===== src/rtl/axi4_frame_reader.sv =====
// AXI4 read master that streams one frame from a DDR frame buffer into a line FIFO.
// Each display frame start fetches FRAME_BYTES from buffer 0 or 1 in fixed-length INCR
// bursts. A burst is issued only when the FIFO reports room for a whole burst.
//
// Ports:
//   clk_100Mhz, rst          clock, asynchronous active-high reset
//   frame_start              frame start level (rising edge starts a frame)
//   FRAME_BASE_ADDR          byte address of buffer 0
//   buf_select               buffer to read, latched on an accepted frame start
//   AR*                      AXI4 read address channel (length/size/burst/cache/prot constant)
//   R*                       AXI4 read data channel
//   fifo_din, fifo_wr_en     write side of the downstream line FIFO
//   fifo_prog_full           FIFO cannot take another full burst
//   reader_done              one-cycle pulse after the last burst of a frame
//   rd_error, frame_overrun  sticky status flags, cleared only by reset
//   state, ADDR_OFFSET       FSM state and byte offset of the current burst in the frame
module axi4_frame_reader #(
  parameter int unsigned                AXI_ADDR_WIDTH = 32,
  parameter int unsigned                AXI_DATA_WIDTH = 64,
  parameter int unsigned                BURST_BEATS    = 64,
  parameter int unsigned                FRAME_BYTES    = 153600,
  parameter logic [AXI_ADDR_WIDTH-1:0]  BUF_OFFSET     = 32'h0004_0000
) (
  input  logic                      clk_100Mhz,
  input  logic                      rst,
  input  logic                      frame_start,
  input  logic [AXI_ADDR_WIDTH-1:0] FRAME_BASE_ADDR,
  input  logic                      buf_select,
  output logic [AXI_ADDR_WIDTH-1:0] ARADDR,
  output logic                      ARVALID,
  input  logic                      ARREADY,
  output logic [7:0]                ARLEN,
  output logic [2:0]                ARSIZE,
  output logic [1:0]                ARBURST,
  output logic [3:0]                ARCACHE,
  output logic [2:0]                ARPROT,
  input  logic [AXI_DATA_WIDTH-1:0] RDATA,
  input  logic                      RVALID,
  output logic                      RREADY,
  input  logic                      RLAST,
  input  logic [1:0]                RRESP,
  output logic [AXI_DATA_WIDTH-1:0] fifo_din,
  output logic                      fifo_wr_en,
  input  logic                      fifo_prog_full,
  output logic                      reader_done,
  output logic                      rd_error,
  output logic                      frame_overrun,
  output logic [1:0]                state,
  output logic [AXI_ADDR_WIDTH-1:0] ADDR_OFFSET
);

  localparam int unsigned BeatBytes = AXI_DATA_WIDTH / 8;
  localparam logic [AXI_ADDR_WIDTH-1:0] BurstBytes =
      AXI_ADDR_WIDTH'(BURST_BEATS * BeatBytes);
  localparam logic [AXI_ADDR_WIDTH-1:0] LastOffset =
      AXI_ADDR_WIDTH'(FRAME_BYTES - BURST_BEATS * BeatBytes);
  localparam logic [7:0] LastBeat = 8'(BURST_BEATS - 1);

  typedef enum logic [1:0] {
    StIdle      = 2'd0,
    StWaitSpace = 2'd1,
    StAddrSend  = 2'd2,
    StDataRecv  = 2'd3
  } state_e;

  state_e                    r_state;
  logic                      r_fs_d1;
  logic                      r_sel;
  logic [AXI_ADDR_WIDTH-1:0] r_araddr;
  logic                      r_arvalid;
  logic                      r_rready;
  logic [7:0]                r_beat_count;
  logic [AXI_ADDR_WIDTH-1:0] r_addr_offset;
  logic                      r_done;
  logic                      r_rd_error;
  logic                      r_overrun;

  logic w_fs_pulse;
  logic w_r_hs;
  logic w_last_beat;
  logic w_frame_end;

  assign w_fs_pulse  = frame_start & ~r_fs_d1;
  assign w_r_hs      = RVALID & r_rready;
  assign w_last_beat = (r_beat_count == LastBeat);
  // Final beat of the final burst: the frame completes this cycle.
  assign w_frame_end = w_r_hs & w_last_beat & (r_addr_offset == LastOffset);

  always_ff @(posedge clk_100Mhz or posedge rst) begin
    if (rst) begin
      r_state       <= StIdle;
      r_fs_d1       <= 1'b0;
      r_sel         <= 1'b0;
      r_araddr      <= '0;
      r_arvalid     <= 1'b0;
      r_rready      <= 1'b0;
      r_beat_count  <= '0;
      r_addr_offset <= '0;
      r_done        <= 1'b0;
      r_rd_error    <= 1'b0;
      r_overrun     <= 1'b0;
    end else begin
      r_fs_d1 <= frame_start;
      r_done  <= 1'b0;

      // An edge on the completing beat is dropped silently; the next edge starts a frame.
      if (w_fs_pulse && (r_state != StIdle) && !w_frame_end) r_overrun <= 1'b1;

      // Bad RLAST placement or a non-OKAY response is flagged; the burst still ends by count.
      if (w_r_hs && ((RLAST != w_last_beat) || (RRESP != 2'b00))) r_rd_error <= 1'b1;

      case (r_state)
        StIdle: begin
          if (w_fs_pulse) begin
            r_sel         <= buf_select;
            r_addr_offset <= '0;
            r_state       <= StWaitSpace;
          end
        end
        StWaitSpace: begin
          if (!fifo_prog_full) begin
            r_araddr  <= FRAME_BASE_ADDR + (r_sel ? BUF_OFFSET : '0) + r_addr_offset;
            r_arvalid <= 1'b1;
            r_state   <= StAddrSend;
          end
        end
        StAddrSend: begin
          if (r_arvalid && ARREADY) begin
            r_arvalid    <= 1'b0;
            r_beat_count <= '0;
            r_rready     <= 1'b1;
            r_state      <= StDataRecv;
          end
        end
        StDataRecv: begin
          if (w_r_hs) begin
            r_beat_count <= r_beat_count + 8'd1;
            if (w_last_beat) begin
              r_rready <= 1'b0;
              if (r_addr_offset == LastOffset) begin
                r_done        <= 1'b1;
                r_addr_offset <= '0;
                r_state       <= StIdle;
              end else begin
                r_addr_offset <= r_addr_offset + BurstBytes;
                r_state       <= StWaitSpace;
              end
            end
          end
        end
        default: r_state <= StIdle;
      endcase
    end
  end

  assign ARADDR        = r_araddr;
  assign ARVALID       = r_arvalid;
  assign ARLEN         = LastBeat;
  assign ARSIZE        = 3'($clog2(BeatBytes));
  assign ARBURST       = 2'b01;
  assign ARCACHE       = 4'b0011;
  assign ARPROT        = 3'b000;
  assign RREADY        = r_rready;
  // 64 free entries were guaranteed before the burst, so the FIFO never needs to stall R.
  assign fifo_din      = RDATA;
  assign fifo_wr_en    = w_r_hs;
  assign reader_done   = r_done;
  assign rd_error      = r_rd_error;
  assign frame_overrun = r_overrun;
  assign state         = r_state;
  assign ADDR_OFFSET   = r_addr_offset;

endmodule


===== config.mk =====
export PLATFORM = sky130hd
export DESIGN_NAME = axi4_frame_reader
export DESIGN_NICKNAME = d
export VERILOG_FILES = /design/src/rtl/axi4_frame_reader.sv
export SDC_FILE = /design/constraint.sdc
export NUM_CORES = 1
export LEC_CHECK = 0
export ABC_CLOCK_PERIOD_IN_PS = 6200
export CELL_PAD_IN_SITES_DETAIL_PLACEMENT = 0
export CELL_PAD_IN_SITES_GLOBAL_PLACEMENT = 1
export CORE_ASPECT_RATIO = 1.25
export CORE_MARGIN = 1
export CORE_UTILIZATION = 33
export CTS_BUF_LIST = sky130_fd_sc_hd__clkbuf_16
export DETAILED_ROUTE_END_ITERATION = 10
export PLACE_DENSITY_LB_ADDON = 0.1
export SLEW_MARGIN = 20
export SYNTH_ARGS = -nofsm -noshare
export SYNTH_HDL_FRONTEND = slang
export SYNTH_SLANG_ARGS = --single-unit

===== constraint.sdc =====
create_clock -name clk_100Mhz -period 6.2 [get_ports clk_100Mhz]
set_clock_uncertainty 0.1 [all_clocks]
set_input_delay 0.93 -clock clk_100Mhz [delete_from_list [all_inputs] [get_ports clk_100Mhz]]
set_output_delay 0.93 -clock clk_100Mhz [all_outputs]
set_load 0.02 [all_outputs]

==> results.md, run 1 <==
## Critical path
• **cell count of the worst reg-to-reg path** 9
• **endpoint required time on the critical path** 6300 ps
• **critical path's largest stage delay** 600 ps
• **critical-path cell list** clkdlybuf4s50_1, inv_1, fa_1, inv_1, ha_1, and3_1, o2111ai_1, a2111oi_0, mux2i_1, o311ai_0
• **cell repeated most along the worst path** sky130_fd_sc_hd__inv_1
• **Critical path buffers and inverters** 3
• **crit-path leading delay family** compound AO/OA/AOI/OAI gates
• **reg2reg setup slack** 3030 ps
• **Crit Path Category** input port to register
• **Critical Path Sink Type** register
• **data arrival at the endpoint of the critical path** 3830 ps
• **crit path max fanout** 6
• **standard cell with the maximum stage delay on the critical path** sky130_fd_sc_hd__a2111oi_0
• **worst flop-to-flop path startpoint** ADDR_OFFSET[18]$_DFFE_PP0P_
• **Reg-to-Reg End** ARADDR[28]$_DFFE_PP0P_
• **Critical Path Source Type** input port

## Power and ir drop
• **Power Density** 323 nW/um2
• **maximum vdd drop** 0.178 mV
• **Leakage Power** 2.99 nW

## Placed design
• **post-detailed-placement half-perimeter wirelength** 11.7 mm
• **number of I/O port buffers** 104
• **global placement routability congestion** 0.814
• **setup slack after placement** 2090 ps

## Synth
• **share of the synthesized area in the top cell type** 31.1%
• **most frequent cells after synthesis** sky130_fd_sc_hd__buf_4 (93), sky130_fd_sc_hd__nand2_1 (79), sky130_fd_sc_hd__dfrtp_1 (72), sky130_fd_sc_hd__ha_1 (50), sky130_fd_sc_hd__nor2_1 (48)
• **share of synthesized flip-flops with an asynchronous set or reset** 100%
• **top cells by area, synth** sky130_fd_sc_hd__dfrtp_1 (31%), sky130_fd_sc_hd__buf_4 (12%), sky130_fd_sc_hd__ha_1 (11%)
• **post-synthesis cell type with the largest combined area** sky130_fd_sc_hd__dfrtp_1
• **number of enable flip-flop cells after synthesis** 0
• **count of warnings emitted by yosys** 0
• **mean area per synthesized cell** 8.75 um2
• **most used standard cell by instance count after synthesis** sky130_fd_sc_hd__buf_4
• **dominant synthesized flop cell** sky130_fd_sc_hd__dfrtp_1
• **Post-Synthesis Cell Area** 5790 um2
• **number of flip-flops and latches in the synthesized netlist** 72
• **register area share after synthesis** 31.1%
• **Cells after Synth** 662
• **post-synth cell types** 66

## Routing
• **Detailed Route Iter0 Violations** 157
• **drt first pass iters** 4
• **Routed WL per cell** 16.4 um
• **Detailed Route WL** 15.1 mm
• **Post-route DRC** 0
• **total number of vias** 4635
• **Via density** 5.05
• **Detail Route Antenna Nets** 0

## Finish
• **count of fill cells added during filler insertion** 1718
• **final net count** 849
• **Diodes inserted** 0
• **synthesis-to-finish area growth** 16.1%
• **register area** 1800 um2
• **multi-input gate area in the final layout** 3220 um2
• **share of final-layout standard cells stronger than drive strength 1** 5.74%

## Timing
• **final setup violation count** 0
• **RSZ-0062 raised after global routing** no
• **post-route clock period utilization** 60.2%
• **final critical delay including setup and external delays** 3730 ps
• **setup TNS** 0 ps
• **FMAX** 268 MHz
• **worst slew margin relative to its limit** 32.1%
• **Tightest Pin Transition** 1020 ps
• **number of hold violations in the final report** 0
• **number of max-slew violations in the final report** 0
• **smallest setup slack after layout** 2470 ps

## Run status
• **run status** complete, no violations

## Global route
• **remaining global-route overflow** 0
• **total routing resource utilization after global routing** 17.0%
• **largest net degree at the start of global routing** 45
• **global-route wire length before repair** 23.8 mm
• **initial antenna violation count** 0
• **vias in the first global route** 4544

## CTS
• **root buffer selected by CTS** sky130_fd_sc_hd__clkbuf_16
• **CTS clk-pin slew, worst paths** 50 ps
• **CTS tree** built
• **Longest Clk Path Bufs** 2
• **Resized Gates After CTS** 0
• **clock insertion delay at the later pin of the skew report** 340 ps
• **Clock Sink Count** 72
• **number of H-tree branching levels** 3
• **Post-CTS Setup Inserts** 0
• **number of buffers created by CTS** 9
• **# hold bufs at CTS** 0

## Hold path
• **hold-critical path endpoint** ARADDR[1]$_DFFE_PP0P_
• **Worst Hold Path Cells** 2
• **start point of the worst min-delay path** ARADDR[1]$_DFFE_PP0P_
• **Tightest Hold Check Type** register to register

## Floorplan
• **top-level port count** 262
• **Die W** 121 um
• **row cnt** 53
• **area of the die** 18100 um2
• **y dimension of the die** 150 um
• **effective utilization at floorplan** 34.1%
• **core area** 17000 um2

## Flow run
• **count of max-cap constraint violations** 0

-- power by group --
part           switching, mW  total [mW]  internal (mW)
Sequential            0.0980       0.698          0.600
Combinational          0.555       0.958          0.403
Clock                  0.209       0.517          0.307
Total                  0.863        2.17           1.31
-- area by class of cell --
type / instances / area share, %
Sequential cell: 72 / 26.8
Clock inverter: 7 / 0.930
Inverter: 22 / 1.23
Tap cell: 220 / 4.09
Clock buffer: 9 / 3.35
Timing Repair Buffer: 107 / 15.8
Multi-Input combinational cell: 480 / 47.8
-- cell usage in the layout, fill, tap and decap left out, types with 4 or more instances in the layout --
cell type | synthesis | layout
sky130_fd_sc_hd__dfrtp_1 | 72 | 72
sky130_fd_sc_hd__a21oi_1 | 25 | 25
sky130_fd_sc_hd__o21ai_0 | 37 | 37
sky130_fd_sc_hd__clkbuf_16 | 0 | 9
sky130_fd_sc_hd__conb_1 | 2 | 30
sky130_fd_sc_hd__nor3_1 | 19 | 19
sky130_fd_sc_hd__a31oi_1 | 5 | 5
sky130_fd_sc_hd__o31ai_1 | 5 | 5
sky130_fd_sc_hd__nand2_1 | 79 | 79
sky130_fd_sc_hd__clkdlybuf4s50_1 | 0 | 104
sky130_fd_sc_hd__o21a_1 | 4 | 4
sky130_fd_sc_hd__xor2_1 | 19 | 19
sky130_fd_sc_hd__mux2i_1 | 6 | 6
sky130_fd_sc_hd__a21o_1 | 5 | 5
sky130_fd_sc_hd__nand2b_1 | 6 | 5
sky130_fd_sc_hd__nor2_1 | 48 | 47
sky130_fd_sc_hd__and3_1 | 10 | 10
sky130_fd_sc_hd__ha_1 | 50 | 50
sky130_fd_sc_hd__inv_1 | 22 | 21
sky130_fd_sc_hd__nand4_1 | 17 | 17
sky130_fd_sc_hd__xnor2_1 | 32 | 32
sky130_fd_sc_hd__nand3_1 | 15 | 15
sky130_fd_sc_hd__nor4_1 | 7 | 7
-- layer usage --
layer / vias to the layer above / track usage [%] / part of all wire [%]
li1: 2247 / - / -
met1: 2216 / 20.3 / 43
met2: 133 / 30.2 / 51
met3: 39 / 2.77 / 4.6
met4: 0 / 7.04 / 2.1
met5: - / 0 / 0
-- sequential cells by signal, summed over array words and instances, names as in the netlist, 2 cells and up --
| name | flops |
|---|---|
| r_beat_count | 8 |
| ARADDR | 32 |
| state | 2 |
| ADDR_OFFSET | 23 |
-- through the flow --
stage / area (um2) / util (%) / hold WS (ps) / std cells / power, mW
after floorplan: 5900 / - / 379 / 690 / 1.36
after global placement: 6440 / 37.9 / 356 / 901 / 1.67
after detailed placement: 6440 / 37.9 / 363 / 901 / 1.68
after CTS: 6730 / 39.6 / 378 / 917 / 2.21
after global routing: 6730 / 39.6 / 403 / 917 / 2.33
final: 6730 / 39.6 / 373 / 917 / 2.17
-- worst reg2reg max path, delay by kind of cell (launching register included) --
kind            cells  cell delay [ps]
simple gates        1              260
mux                 1              240
buf+inv             2              160
fa+ha+maj           2              880
compound gates      3              920
flops               1              480
-- cells by family (layout without fill, tap and decap cells) --
| logic type | count (synthesis) | in the layout | synth area share [%] |
|---|---|---|---|
| flops | 72 | 72 | 31.1 |
| buf+inv | 138 | 145 | 15.3 |
| fa+ha+maj | 51 | 51 | 11.1 |
| other cells | 2 | 30 | 0.130 |
| compound gates | 109 | 109 | 12.2 |
| mux | 9 | 9 | 1.62 |
| simple gates | 230 | 230 | 20.8 |
| xor+xnor | 51 | 51 | 7.71 |
-- how the worst max path moves through the flow --
stage / depth (start not counted) / endpoint / start / slack (ps)
after floorplan: 9 / ARADDR[28]$_DFFE_PP0P_ / FRAME_BASE_ADDR[18] / 2890
after global placement: 10 / ARADDR[28]$_DFFE_PP0P_ / FRAME_BASE_ADDR[18] / 2140
after detailed placement: 10 / ARADDR[28]$_DFFE_PP0P_ / FRAME_BASE_ADDR[18] / 2090
after CTS: 10 / ARADDR[28]$_DFFE_PP0P_ / FRAME_BASE_ADDR[18] / 2450
after global routing: 10 / ARADDR[28]$_DFFE_PP0P_ / FRAME_BASE_ADDR[18] / 2170
final: 10 / ARADDR[28]$_DFFE_PP0P_ / FRAME_BASE_ADDR[18] / 2470
Note: power is estimated with default switching activity, not from simulation.
==> run 2, diff against run 1 <==
--- a/config.mk
+++ b/config.mk
@@ -5,12 +5,12 @@
 export SDC_FILE = /design/constraint.sdc
 export NUM_CORES = 1
 export LEC_CHECK = 0
-export ABC_CLOCK_PERIOD_IN_PS = 6200
+export ABC_CLOCK_PERIOD_IN_PS = 3850
 export CELL_PAD_IN_SITES_DETAIL_PLACEMENT = 0
 export CELL_PAD_IN_SITES_GLOBAL_PLACEMENT = 1
 export CORE_ASPECT_RATIO = 1.25
 export CORE_MARGIN = 1
-export CORE_UTILIZATION = 33
+export CORE_UTILIZATION = 31
 export CTS_BUF_LIST = sky130_fd_sc_hd__clkbuf_16
 export DETAILED_ROUTE_END_ITERATION = 10
 export PLACE_DENSITY_LB_ADDON = 0.1
==> constraint.sdc (replaced) <==
create_clock -name clk_100Mhz -period 3.85 [get_ports clk_100Mhz]
set_clock_uncertainty 0.1 [all_clocks]
set_input_delay 0.5775 -clock clk_100Mhz [delete_from_list [all_inputs] [get_ports clk_100Mhz]]
set_output_delay 0.5775 -clock clk_100Mhz [all_outputs]
set_load 0.02 [all_outputs]
==> results.md, run 2 (same netlist as run 1, synthesis figures left out) <==
## Run status
• **run status** complete, no violations

## Placed design
• **global placement routability congestion** 0.819, +0.64%
• **post-detailed-placement half-perimeter wirelength** 12.1 mm, +3.4%
• **number of I/O port buffers** 104, unchanged

## Floorplan
• **core area** 18200 um2, +7.4%
• **effective utilization at floorplan** 31.8%, -2.4 points
• **Die W** 124 um, +3.1%
• **area of the die** 19200 um2, +6.4%
• **y dimension of the die** 155 um, +3.1%
• **top-level port count** 262, unchanged
• **row cnt** 55, +3.8%

## Timing
• **setup TNS** 0 ps, unchanged
• **Tightest Pin Transition** 649 ps, -368 ps
• **final critical delay including setup and external delays** 3360 ps
• **worst slew margin relative to its limit** 56.5%, +24 points
• **RSZ-0062 raised after global routing** no
• **post-route clock period utilization** 87.4%
• **number of max-slew violations in the final report** 0, unchanged
• **number of hold violations in the final report** 0, unchanged
• **FMAX** 297 MHz
• **final setup violation count** 0, unchanged

## Critical path
• **endpoint required time on the critical path** 3950 ps, -2350 ps
• **worst flop-to-flop path startpoint** ADDR_OFFSET[18]$_DFFE_PP0P_
• **reg2reg setup slack** 690 ps, -2340 ps
• **data arrival at the endpoint of the critical path** 3470 ps, -360 ps
• **Critical Path Source Type** input port
• **cell count of the worst reg-to-reg path** 9, unchanged
• **Critical Path Sink Type** register
• **critical path's largest stage delay** 580 ps, -20 ps
• **standard cell with the maximum stage delay on the critical path** sky130_fd_sc_hd__a2111oi_0
• **Crit Path Category** input port to register
• **Reg-to-Reg End** ARADDR[28]$_DFFE_PP0P_
• **critical-path cell list** clkdlybuf4s50_1, inv_1, fa_1, inv_1, ha_1, and3_1, o2111ai_1, a2111oi_0, mux2i_1, o311ai_0
• **worst setup path startpoint** FRAME_BASE_ADDR[18]
• **crit path max fanout** 6, unchanged
• **cell repeated most along the worst path** sky130_fd_sc_hd__inv_1

## Routing
• **Detail Route Antenna Nets** 0, unchanged
• **Met3 Wirelength** 633 um, -9.7%
• **Post-route DRC** 0, unchanged
• **Via density** 4.94, -2.4%
• **top sig layer** met4
• **Detailed Route Iter0 Violations** 169, +7.6%
• **total number of vias** 4585, -1.1%
• **met2 layer wire length in the routed design** 7.80 mm, +2.2%
• **Detailed Route WL** 15.3 mm, +1.2%
• **Routed met1 length** 6.55 mm, +2.0%
• **Routed WL per cell** 16.4 um, about the same
• **drt first pass iters** 4, unchanged

## Finish
• **Final Util** 37.3%, -2.4 points
• **register area** 1800 um2, unchanged
• **flip-flop count of the largest register after layout** 32, unchanged
• **count of fill cells added during filler insertion** 1868, +8.7%
• **most frequent cells in the layout** sky130_fd_sc_hd__clkdlybuf4s50_1 (104), sky130_fd_sc_hd__nand2_1 (79), sky130_fd_sc_hd__dfrtp_1 (72), sky130_fd_sc_hd__ha_1 (50), sky130_fd_sc_hd__nor2_1 (48)
• **most common library cell in the layout ignoring fill and taps** sky130_fd_sc_hd__clkdlybuf4s50_1
• **share of final-layout standard cells stronger than drive strength 1** 6.42%, +0.68 points
• **synthesis-to-finish area growth** 17.3%
• **final net count** 854, +0.59%
• **Diodes inserted** 0, unchanged
• **multi-input gate area in the final layout** 3210 um2, about the same

## CTS
• **Resized Gates After CTS** 0, unchanged
• **CTS tree** built
• **CTS clk-pin slew, worst paths** 60 ps, about the same
• **clock insertion delay at the later pin of the skew report** 350 ps, about the same
• **root buffer selected by CTS** sky130_fd_sc_hd__clkbuf_16
• **number of buffers created by CTS** 9, unchanged
• **Post-CTS Setup Inserts** 0, unchanged
• **number of H-tree branching levels** 3, unchanged
• **Clock Sink Count** 72, unchanged
• **Longest Clk Path Bufs** 2, unchanged
• **# hold bufs at CTS** 0, unchanged

## Global route
• **global-route wire length before repair** 24.6 mm, +3.0%
• **remaining global-route overflow** 0, unchanged
• **largest net degree at the start of global routing** 47, +4.4%
• **vias in the first global route** 4558, +0.31%
• **initial antenna violation count** 0, unchanged
• **total routing resource utilization after global routing** 16.1%, -0.91 points

## Power and ir drop
• **Power Density** 527 nW/um2, +63%
• **maximum vdd drop** 0.310 mV, +74%
• **Leakage Power** 3.03 nW, +1.3%

## Hold path
• **Tightest Hold Check Type** input port to async pin

## Flow run
• **count of max-cap constraint violations** 0, unchanged

-- run 2: changes by cell type in the layout (fill, tap and decap cells not counted) --
cell and change:
sky130_fd_sc_hd__bufinv_16 +1, sky130_fd_sc_hd__buf_4 +5, sky130_fd_sc_hd__nor2_1 +1, sky130_fd_sc_hd__clkinv_1 -2, sky130_fd_sc_hd__nor2_2 -1
-- run 2: power by group --
group / total (mW) / leakage, nW / internal (mW) / switching (mW)
logic: 1.56 / 1.95 / 0.659 / 0.902
clock network: 0.895 / 0.149 / 0.561 / 0.334
registers: 1.12 / 0.927 / 0.966 / 0.158
-- run 2: how the worst max path moves through the flow --
stage	end
3_3_place_gp	ARADDR[28]$_DFFE_PP0P_
4_1_cts	ARADDR[28]$_DFFE_PP0P_
3_5_place_dp	ARADDR[28]$_DFFE_PP0P_
5_1_grt	ARADDR[28]$_DFFE_PP0P_
2_1_floorplan	ARADDR[28]$_DFFE_PP0P_
6_report	ARADDR[28]$_DFFE_PP0P_
-- run 2: per-stage QoR --
stage,hold slack (ps),cell area [um2],instances,worst slack (ps),total power [mW]
after global routing,339,6790,929,202,3.83
after floorplan,379,5900,690,888,2.18
after CTS,321,6790,929,493,3.64
after detailed placement,370,6480,914,156,2.73
final,317,6790,929,485,3.58
after global placement,360,6480,914,161,2.70
-- run 2: area by class of cell --
| type | instances | share of cell area (%) |
|---|---|---|
| multi-input cells | 480 | 47.3 |
| flip-flops and latches | 72 | 26.5 |
| repair buffers | 112 | 16.2 |
| well taps | 228 | 4.20 |
| clock buffers | 9 | 3.31 |
| clock inverters | 6 | 1.25 |
| inverters | 22 | 1.22 |
-- run 2: worst max-delay path: cells and delay by family --
family | cells | cell delay [ps]
fa+ha+maj | 2 | 900
simple gates | 1 | 260
compound gates | 3 | 900
buf+inv | 3 | 600
mux | 1 | 230
-- run 2: layer usage --
layer / global-route usage (%) / vias to the layer above
li1: - / 2259
met1: 19.2 / 2166
met2: 28.3 / 132
met3: 3.06 / 28
met4: 6.60 / 0
met5: 0 / -
==> run 3, diff against run 2 <==
==> config.mk (replaced) <==
export PLATFORM = sky130hd
export DESIGN_NAME = axi4_frame_reader
export DESIGN_NICKNAME = d
export VERILOG_FILES = /design/src/rtl/axi4_frame_reader.sv
export SDC_FILE = /design/constraint.sdc
export NUM_CORES = 1
export LEC_CHECK = 0
export ABC_CLOCK_PERIOD_IN_PS = 2900
export CELL_PAD_IN_SITES_DETAIL_PLACEMENT = 0
export CELL_PAD_IN_SITES_GLOBAL_PLACEMENT = 1
export CORE_ASPECT_RATIO = 1.25
export CORE_MARGIN = 1
export CORE_UTILIZATION = 28
export CTS_BUF_LIST = sky130_fd_sc_hd__clkbuf_16
export DETAILED_ROUTE_END_ITERATION = 10
export PLACE_DENSITY_LB_ADDON = 0.05
export SYNTH_ARGS = -nofsm -noshare
export SYNTH_HDL_FRONTEND = slang
export SYNTH_SLANG_ARGS = --single-unit
==> constraint.sdc (replaced) <==
create_clock -name clk_100Mhz -period 2.9 [get_ports clk_100Mhz]
set_clock_uncertainty 0.1 [all_clocks]
set_input_delay 0.435 -clock clk_100Mhz [delete_from_list [all_inputs] [get_ports clk_100Mhz]]
set_output_delay 0.435 -clock clk_100Mhz [all_outputs]
set_load 0.02 [all_outputs]
==> results.md, run 3 (same netlist as run 1, synthesis figures left out) <==
## Run status
• **run status** complete, no violations

## Timing
• **FMAX** 361 MHz
• **worst slew margin relative to its limit** 65.1%, +8.6 points
• **final setup violation count** 0, unchanged
• **final critical delay including setup and external delays** 2770 ps
• **post-route clock period utilization** 95.5%
• **number of max-slew violations in the final report** 0, unchanged
• **number of hold violations in the final report** 0, unchanged
• **RSZ-0062 raised after global routing** no
• **Tightest Pin Transition** 520 ps, -129 ps

## Critical path
• **Critical Path Sink Type** register
• **data arrival at the endpoint of the critical path** 2900 ps, -570 ps
• **Critical Path Source Type** input port
• **Crit Path Category** input port to register
• **endpoint required time on the critical path** 3030 ps, -920 ps
• **crit path max fanout** 5, -1

## Global route
• **initial antenna violation count** 0, unchanged
• **global-route wire length before repair** 25.3 mm, +2.9%
• **total routing resource utilization after global routing** 15.7%, -0.40 points
• **vias in the first global route** 4682, +2.7%
• **remaining global-route overflow** 0, unchanged
• **largest net degree at the start of global routing** 73, +55%

## CTS
• **Clock Sink Count** 72, unchanged
• **number of buffers created by CTS** 9, unchanged
• **CTS tree** built
• **clock insertion delay at the later pin of the skew report** 340 ps, about the same
• **number of H-tree branching levels** 3, unchanged
• **CTS clk-pin slew, worst paths** 60 ps, about the same
• **Longest Clk Path Bufs** 2, unchanged
• **root buffer selected by CTS** sky130_fd_sc_hd__clkbuf_16

## Finish
• **final net count** 924, +8.2%
• **post-layout instance count excluding filler cells** 1042, +12%
• **most frequent cells in the layout** sky130_fd_sc_hd__clkdlybuf4s50_1 (103), sky130_fd_sc_hd__nand2_1 (79), sky130_fd_sc_hd__buf_4 (77), sky130_fd_sc_hd__dfrtp_1 (71), sky130_fd_sc_hd__nor2_1 (48)
• **synthesis-to-finish area growth** 29.5%
• **Diodes inserted** 0, unchanged
• **share of final-layout standard cells stronger than drive strength 1** 17.0%, +11 points
• **flip-flop count of the largest register after layout** 32, unchanged
• **most common library cell in the layout ignoring fill and taps** sky130_fd_sc_hd__clkdlybuf4s50_1

## Floorplan
• **Die W** 131 um, +5.1%
• **effective utilization at floorplan** 28.7%, -3.1 points
• **area of the die** 21300 um2, +11%
• **top-level port count** 262, unchanged
• **core area** 20200 um2, +11%
• **row cnt** 58, +5.5%
• **y dimension of the die** 163 um, +5.2%

## Routing
• **Detail Route Antenna Nets** 0, unchanged
• **Detailed Route Iter0 Violations** 128, -24%
• **Post-route DRC** 0, unchanged
• **drt first pass iters** 4, unchanged
• **total number of vias** 4793, +4.5%
• **Routed WL per cell** 15.6 um, -5.2%
• **Via density** 4.60, -6.8%
• **Detailed Route WL** 16.2 mm, +6.4%

## Placed design
• **global placement routability congestion** 0.803, -2.0%
• **post-detailed-placement half-perimeter wirelength** 12.9 mm, +7.2%
• **total placed cells including tap cells** 1024, +12%
• **number of I/O port buffers** 104, unchanged

## Power and ir drop
• **Leakage Power** 3.39 nW, +12%
• **maximum vdd drop** 0.304 mV, -2.1%
• **Power Density** 659 nW/um2, +25%
• **total power** 4.95 mW, +38%

## Flow run
• **count of max-cap constraint violations** 0, unchanged

## Hold path
• **Tightest Hold Check Type** input port to async pin

## run 3: power breakdown
part	internal (mW)	switching (mW)
clock network	0.746	0.450
logic	1.01	1.26
registers	1.28	0.190
## run 3: metrics by stage
stage               setup TNS (ps)  util (%)  hold WS (ps)  instance area (um2)  setup slack, ps
global route                     0      37.2           386                 7510             6.35
detailed placement           -4170      35.0           362                 7060             -524
finish                           0      37.2           364                 7510              131
CTS                              0      36.7           381                 7400             2.87
global placement             -4470      35.0           358                 7060             -523
floorplan                        0         -           366                 5900             82.5
## run 3: final timing paths
path,cells past startpoint,start,to,slack [ps]
setup / recovery,10,FRAME_BASE_ADDR[14],ARADDR[26]$_DFFE_PP0P_,130
hold / removal,3,rst,ADDR_OFFSET[29]$_DFFE_PP0P_,360
setup reg to reg,7,state[0]$_DFFE_PP0P_,ADDR_OFFSET[24]$_DFFE_PP0P_,230
hold reg to reg,2,ARADDR[0]$_DFFE_PP0P_,ARADDR[0]$_DFFE_PP0P_,370
max in group asynchronous,3,rst,ARADDR[22]$_DFFE_PP0P_,1940
min in group clk_100Mhz,2,ARADDR[0]$_DFFE_PP0P_,ARADDR[0]$_DFFE_PP0P_,370
## run 3: final cells by class
class / instances / area, um2
Clock buffer: 9 / 225
Clock inverter: 7 / 86.3
Fill cell: 2138 / 12700
Inverter: 22 / 82.6
Multi-Input combinational cell: 480 / 3330
Sequential cell: 72 / 1800
Tap cell: 270 / 338
Timing Repair Buffer: 182 / 1640
## run 3: worst max-delay path, cell delays in order
cell and delay [ps]:
sky130_fd_sc_hd__clkdlybuf4s50_1 440, sky130_fd_sc_hd__ha_1 310, sky130_fd_sc_hd__ha_1 360, sky130_fd_sc_hd__and4_4 280, sky130_fd_sc_hd__o221ai_1 110, sky130_fd_sc_hd__buf_4 160
sky130_fd_sc_hd__a2111oi_2 370, sky130_fd_sc_hd__buf_4 200, sky130_fd_sc_hd__o31a_1 160, sky130_fd_sc_hd__o31ai_2 70
## run 3: layer usage
layer | vias to the layer above | global-route usage (%) | part of all wire, %
li1 | 2405 | - | -
met1 | 2242 | 18.6 | 43
met2 | 110 | 27.4 | 51
met3 | 36 | 2.63 | 4.2
met4 | 0 | 7.16 | 2.1
met5 | - | 0 | 0
## run 3: what timing repair did
item | 4_1_cts | 5_1_grt
hold buffers | 0 | 0
pin swaps | 1 | 7
hold endpoints to repair | 0 | 0
gates resized for setup | 5 | 20
buffers inserted | 0 | 2
endpoints found under the setup margin | 5 | 12
